==> config.mk <==
export PLATFORM = sky130hd
export DESIGN_NAME = serial_pattern_tx_flat
export DESIGN_NICKNAME = d
export VERILOG_FILES = /design/src/rtl/serial_pattern_tx_pkg.sv /design/src/rtl/serial_pattern_tx_if.sv /design/src/rtl/serial_pattern_tx.sv /design/src/flat_wrapper.sv
export SDC_FILE = /design/constraint.sdc
export NUM_CORES = 1
export LEC_CHECK = 0
export ABC_AREA = 1
export BUFFER_PORTS_ARGS = -buffer_cell sky130_fd_sc_hd__buf_4
export CAP_MARGIN = 15
export CELL_PAD_IN_SITES_DETAIL_PLACEMENT = 1
export CELL_PAD_IN_SITES_GLOBAL_PLACEMENT = 2
export CORE_MARGIN = 3
export CORE_UTILIZATION = 30
export DETAILED_ROUTE_END_ITERATION = 6
export GPL_TIMING_DRIVEN = 0
export PLACE_DENSITY = 0.78
export SLEW_MARGIN = 20
export SYNTH_ARGS = -nofsm -noshare
export SYNTH_HDL_FRONTEND = slang
export SYNTH_SLANG_ARGS = --single-unit
export TNS_END_PERCENT = 10
==> constraint.sdc <==
create_clock -name clk -period 3.2 [get_ports clk]
set_input_delay 0.64 -clock clk [delete_from_list [all_inputs] [get_ports clk]]
set_output_delay 0.64 -clock clk [all_outputs]
set_load 0.03 [all_outputs]
==> src/rtl/serial_pattern_tx_pkg.sv <==
// Shared encodings and defaults for the serial pattern transmitter
// and the sequence-detector benches that pair with it.
package serial_pattern_tx_pkg;

    localparam logic [1:0] ST_IDLE = 2'd0;
    localparam logic [1:0] ST_SEND = 2'd1;
    localparam logic [1:0] ST_GAP  = 2'd2;

    typedef enum logic [1:0] {
        S_IDLE = ST_IDLE,
        S_SEND = ST_SEND,
        S_GAP  = ST_GAP
    } state_t;

    localparam int         DEF_WIDTH   = 5;
    localparam logic [4:0] DEF_PATTERN = 5'b10010;

    function automatic logic [7:0] sat_inc(input logic [7:0] v);
        return (v == 8'hFF) ? v : v + 8'd1;
    endfunction

endpackage

==> src/rtl/serial_pattern_tx_if.sv <==
// Control and serial-output bundle of the pattern transmitter.
// master drives the controls; slave is the transmitter side.
interface serial_pattern_tx_if
    import serial_pattern_tx_pkg::*;
#(
    parameter int WIDTH = DEF_WIDTH
);

    logic             start;
    logic             cont;
    logic             load;
    logic [WIDTH-1:0] pat_in;
    logic             j;
    logic             busy;
    logic             done;
    logic [7:0]       frames;

    modport master (
        output start, cont, load, pat_in,
        input  j, busy, done, frames
    );

    modport slave (
        input  start, cont, load, pat_in,
        output j, busy, done, frames
    );

endinterface

==> src/rtl/serial_pattern_tx.sv <==
// Serial pattern transmitter: shifts a WIDTH-bit pattern MSB-first
// on j, as single frames or continuous repeats with optional gaps.
module serial_pattern_tx
    import serial_pattern_tx_pkg::*;
#(
    parameter int               WIDTH    = DEF_WIDTH,
    parameter logic [WIDTH-1:0] PATTERN  = WIDTH'(DEF_PATTERN),
    parameter int               GAP      = 2,
    parameter logic             IDLE_BIT = 1'b0
) (
    input logic              clk,
    input logic              rst,
    serial_pattern_tx_if.slave bus
);

    localparam int             IW      = $clog2(WIDTH);
    localparam logic [IW-1:0]  TOP     = IW'(WIDTH - 1);
    localparam logic [IW-1:0]  ONE     = IW'(1);
    localparam logic [3:0]     GAP_LEN = 4'(GAP);

    state_t           state_q, state_d;
    logic [WIDTH-1:0] pat_q, pat_d;
    logic [IW-1:0]    idx_q, idx_d;
    logic [3:0]       gcnt_q, gcnt_d;
    logic             j_q, j_d;
    logic             busy_q, busy_d;
    logic             done_q, done_d;
    logic [7:0]       frames_q, frames_d;

    // State and registered outputs; reset aborts any frame in progress.
    always_ff @(posedge clk) begin
        if (!rst) begin
            state_q  <= S_IDLE;
            pat_q    <= PATTERN;
            idx_q    <= TOP;
            gcnt_q   <= 4'd0;
            j_q      <= IDLE_BIT;
            busy_q   <= 1'b0;
            done_q   <= 1'b0;
            frames_q <= 8'd0;
        end else begin
            state_q  <= state_d;
            pat_q    <= pat_d;
            idx_q    <= idx_d;
            gcnt_q   <= gcnt_d;
            j_q      <= j_d;
            busy_q   <= busy_d;
            done_q   <= done_d;
            frames_q <= frames_d;
        end
    end

    // Next state and next output values, one bit shifted per cycle.
    always_comb begin
        state_d  = state_q;
        pat_d    = pat_q;
        idx_d    = idx_q;
        gcnt_d   = gcnt_q;
        j_d      = j_q;
        busy_d   = busy_q;
        done_d   = 1'b0;
        frames_d = frames_q;

        unique case (state_q)
            S_IDLE: begin
                j_d    = IDLE_BIT;
                busy_d = 1'b0;
                // A load coinciding with start feeds the new frame.
                if (bus.load) begin
                    pat_d = bus.pat_in;
                end
                if (bus.start) begin
                    state_d = S_SEND;
                    idx_d   = TOP;
                    j_d     = pat_d[TOP];
                    busy_d  = 1'b1;
                end
            end
            S_SEND: begin
                if (idx_q != '0) begin
                    idx_d  = idx_q - ONE;
                    j_d    = pat_q[idx_q - ONE];
                    done_d = (idx_q == ONE);
                end else begin
                    frames_d = sat_inc(frames_q);
                    idx_d    = TOP;
                    if (GAP_LEN != 4'd0) begin
                        state_d = S_GAP;
                        gcnt_d  = GAP_LEN;
                        j_d     = IDLE_BIT;
                    end else if (bus.cont) begin
                        j_d = pat_q[TOP];
                    end else begin
                        state_d = S_IDLE;
                        j_d     = IDLE_BIT;
                        busy_d  = 1'b0;
                    end
                end
            end
            S_GAP: begin
                j_d = IDLE_BIT;
                if (gcnt_q > 4'd1) begin
                    gcnt_d = gcnt_q - 4'd1;
                end else begin
                    gcnt_d = 4'd0;
                    if (bus.cont) begin
                        state_d = S_SEND;
                        idx_d   = TOP;
                        j_d     = pat_q[TOP];
                    end else begin
                        state_d = S_IDLE;
                        busy_d  = 1'b0;
                    end
                end
            end
            default: begin
                state_d = S_IDLE;
                j_d     = IDLE_BIT;
                busy_d  = 1'b0;
            end
        endcase
    end

    assign bus.j      = j_q;
    assign bus.busy   = busy_q;
    assign bus.done   = done_q;
    assign bus.frames = frames_q;

endmodule

==> src/flat_wrapper.sv <==
// flat-port wrapper written by rule: the top's interface ports become plain ports
module serial_pattern_tx_flat import serial_pattern_tx_pkg::*;
#(
    parameter int               WIDTH    = DEF_WIDTH,
    parameter logic [WIDTH-1:0] PATTERN  = WIDTH'(DEF_PATTERN),
    parameter int               GAP      = 2,
    parameter logic             IDLE_BIT = 1'b0
)
  (clk, rst, bus_start, bus_cont, bus_load, bus_pat_in, bus_j, bus_busy, bus_done, bus_frames);
  serial_pattern_tx_if #(.WIDTH(WIDTH)) bus_i ();
  input logic clk;
  input logic rst;
  input wire logic [$bits(bus_i.start)-1:0] bus_start;
  input wire logic [$bits(bus_i.cont)-1:0] bus_cont;
  input wire logic [$bits(bus_i.load)-1:0] bus_load;
  input wire logic [$bits(bus_i.pat_in)-1:0] bus_pat_in;
  output wire logic [$bits(bus_i.j)-1:0] bus_j;
  output wire logic [$bits(bus_i.busy)-1:0] bus_busy;
  output wire logic [$bits(bus_i.done)-1:0] bus_done;
  output wire logic [$bits(bus_i.frames)-1:0] bus_frames;
  assign bus_i.start = bus_start;
  assign bus_i.cont = bus_cont;
  assign bus_i.load = bus_load;
  assign bus_i.pat_in = bus_pat_in;
  assign bus_j = bus_i.j;
  assign bus_busy = bus_i.busy;
  assign bus_done = bus_i.done;
  assign bus_frames = bus_i.frames;
  serial_pattern_tx #(.WIDTH(WIDTH), .PATTERN(PATTERN), .GAP(GAP), .IDLE_BIT(IDLE_BIT)) u_core (.clk(clk), .rst(rst), .bus(bus_i));
endmodule
==> results.py <==
metrics = {
    "critical_path": {
        "cp.arrival_ns": 1.79,
        "cp_num_buf_inv": 1,
        "start_kind": "register",
        "crit_type": "reg2reg",
        "cpLargestDelayFamily": "simple AND/OR/NAND/NOR gates",
        "critical_path.max_fanout": 6,
        "crit_required_ns": 3.40,
        "cp_slowest_cell": "dfxtp_1",
        "cp-end-kind": "register",
        "path_cells": "inv_1 -> ha_1 -> nand2_1 -> nor2_8 -> nor2_1 -> o21ai_0 -> a21oi_1",
        "critPathMaxStageDelay_ns": 0.43,
    },
    "layout": {
        "area.growth.synth_to_final_pct": 18.65,
        "drive_gt1_share_pct": 15.88,
        "finalNetCount": 250,
        "diodes": 0,
    },
    "global_route": {
        "grt_pass1_vias": 1318,
        "antenna_found_initial": 0,
        "grt-ovfl-total": 0,
        "grt_pass1_wl_um": 6009,
        "grt_max_degree": 14,
        "gr-usage-all-layers_pct": 14.07,
    },
    "yosys": {
        "syn-num-nets": 225,
        "yosysUniqueCellTypes": 23,
        "seq_area_frac_synth_pct": 35.87,
        "synth_flop_cell": "dfxtp_1",
        "synth-edff-count": 0,
        "synth.most_common_cell": "nand2_1",
        "syn_area_per_cell_um2": 6.675,
        "synth_top_cell_by_area": "dfxtp_1",
        "synth_common_cells": "nand2_1, inv_1, nor2_1, dfxtp_1",
        "async_flop_share_pct": 0,
        "yosysWarnings": 0,
        "synth_seq_cells": 25,
        "yosys-top-cells-area": "dfxtp_1, nand2_1, inv_1",
        "synth_cells": 209,
        "synth_area_mm2": 0.001395,
        "synth_top_cell_area_share_pct": 35.87,
    },
    "power_and_ir_drop": {
        "powerDensity_mw_per_mm2": 418.9,
        "ir_drop_mv": 0.1947,
        "power.leakage_nw": 0.7579,
        "power_w": 0.0006935,
    },
    "run": {
        "maxCapViolCount": 0,
    },
    "timing": {
        "slew_headroom_pct": 58.46,
        "rsz0062_at_grt": "no",
        "timing.final.crit_period_ns": 1.583,
        "period_share_pct": 49.47,
        "tns_ns": 0,
        "finalSetupViolCount": 0,
        "timing.hold.ws_ns": 0.4602,
        "max_clock_freq_mhz": 631.6,
        "slew_viol_final": 0,
        "setup_slack_ns": 1.617,
        "finalHoldViolations": 0,
        "fin_skew_ns": 0.004863,
        "tightest_slew_ns": 0.6232,
    },
    "clocking": {
        "clkTransAtPathRegs_ns": 0.09,
        "cts_root_buf": "clkbuf_8",
        "post_cts_resized": 0,
        "cts_buffers": 3,
        "tritoncts": "done",
        "clock_latency_ns": 0.27,
        "post-cts-setup-buffers": 0,
        "hold_buffers": 0,
        "clk_path_buf_depth": 2,
        "htree_levels": 1,
        "clock-sinks": 25,
    },
    "floorplanning": {
        "core_mm2": 0.004414,
        "dieArea_mm2": 0.005505,
        "die_height_um": 74.20,
        "io_pins": 21,
        "initial_utilization_pct": 31.60,
        "num_rows": 24,
        "die_w_um": 74.20,
    },
    "drt": {
        "routedWlPerCell_um": 11.66,
        "drc_errors": 0,
        "first_pass_iters": 4,
        "via_count": 1320,
        "vias_per_cell": 4.632,
        "drt_iter0_drc": 24,
        "wl_um": 3324,
        "ant_nets": 0,
    },
    "min_path": {
        "hold_class": "reg2reg",
    },
    "placement": {
        "post-dp-hpwl_um": 2682,
        "post-place-ws_ns": 1.574,
        "io_buffers": 20,
        "place.gp.congestion": 0.7210,
    },
    "outcome": {
        "status": "finished clean",
    },
}
-- final cells by class --
type / instances / area (um2)
fill: 590 / 2759
multi-input combinational: 148 / 755.7
sequential: 25 / 500.5
timing repair buffer: 20 / 150.1
inverter: 34 / 130.1
tap: 52 / 65.06
clock buffer: 4 / 45.04
buffer: 2 / 8.758
-- report_power, final --
group          total (W)  internal, W  leakage (nW)  switching [W]
Combinational   0.000157    0.0000583         0.531      0.0000987
Sequential      0.000347     0.000331         0.204      0.0000159
Clock           0.000189    0.0000891        0.0228       0.000100
-- worst paths after layout --
kind              slack [ns]                            end  depth (start not counted)                         start
hold / removal          0.46   u_core.pat_q[0]$_SDFFE_PN0P_                          2  u_core.pat_q[0]$_SDFFE_PN0P_
setup / recovery        1.62  u_core.gcnt_q[0]$_SDFFE_PN0P_                          7  u_core.idx_q[0]$_SDFFE_PN0P_
hold reg to reg         0.46   u_core.pat_q[0]$_SDFFE_PN0P_                          2  u_core.pat_q[0]$_SDFFE_PN0P_
setup reg to reg        1.62  u_core.gcnt_q[0]$_SDFFE_PN0P_                          7  u_core.idx_q[0]$_SDFFE_PN0P_
-- flip-flops by register name (all words and copies together) (netlist names) --
register	flops
u_core.bus.busy	1
u_core.bus.done	1
u_core.bus.frames	8
u_core.bus.j	1
u_core.gcnt_q	4
u_core.idx_q	3
u_core.pat_q	5
u_core.state_q	2
-- metrics by stage --
| step | instance area (um2) | utilization, % | std cells |
|---|---|---|---|
| CTS | 1655 | 37.50 | 285 |
| floorplan | 1395 | - | 209 |
| global placement | 1610 | 36.48 | 281 |
| global route | 1655 | 37.50 | 285 |
| finish | 1655 | 37.50 | 285 |
| detailed placement | 1610 | 36.48 | 281 |
-- cells in the final DEF, fill, tap and decap left out, types with 3 or more instances in the layout --
cell and count:
a21oi_1 15, clkbuf_8 3, nor2_1 27, inv_1 32, nor3_1 3, a21oi_2 4
ha_1 6, o21ai_0 9, xor2_1 3, nand2_2 3, dfxtp_1 25, buf_4 20
nand2_1 54, nand3_1 15
-- worst reg2reg max path, stage by stage, from the launching register on --
cell	delay, ns
dfxtp_1	0.43
inv_1	0.13
ha_1	0.21
nand2_1	0.19
nor2_8	0.07
nor2_1	0.23
o21ai_0	0.12
a21oi_1	0.13
-- layer usage --
layer	vias to the layer above	track usage, %	wire, um
met5	-	0	0
met4	0	4.225	43
met3	4	2.973	125
met2	17	23.43	1493
met1	598	18.23	1662
li1	701	-	-
-- cells by family after synthesis --
kind of cell | synth area share [%]
AOI/OAI and AO/OA | 12.02
xor gates and xnor gates | 1.884
adders and majority gates | 5.381
and+or+nand+nor | 34.89
DFF | 35.87
buffers and inverters | 9.955
No activity file was read; power rests on OpenSTA's default activity.
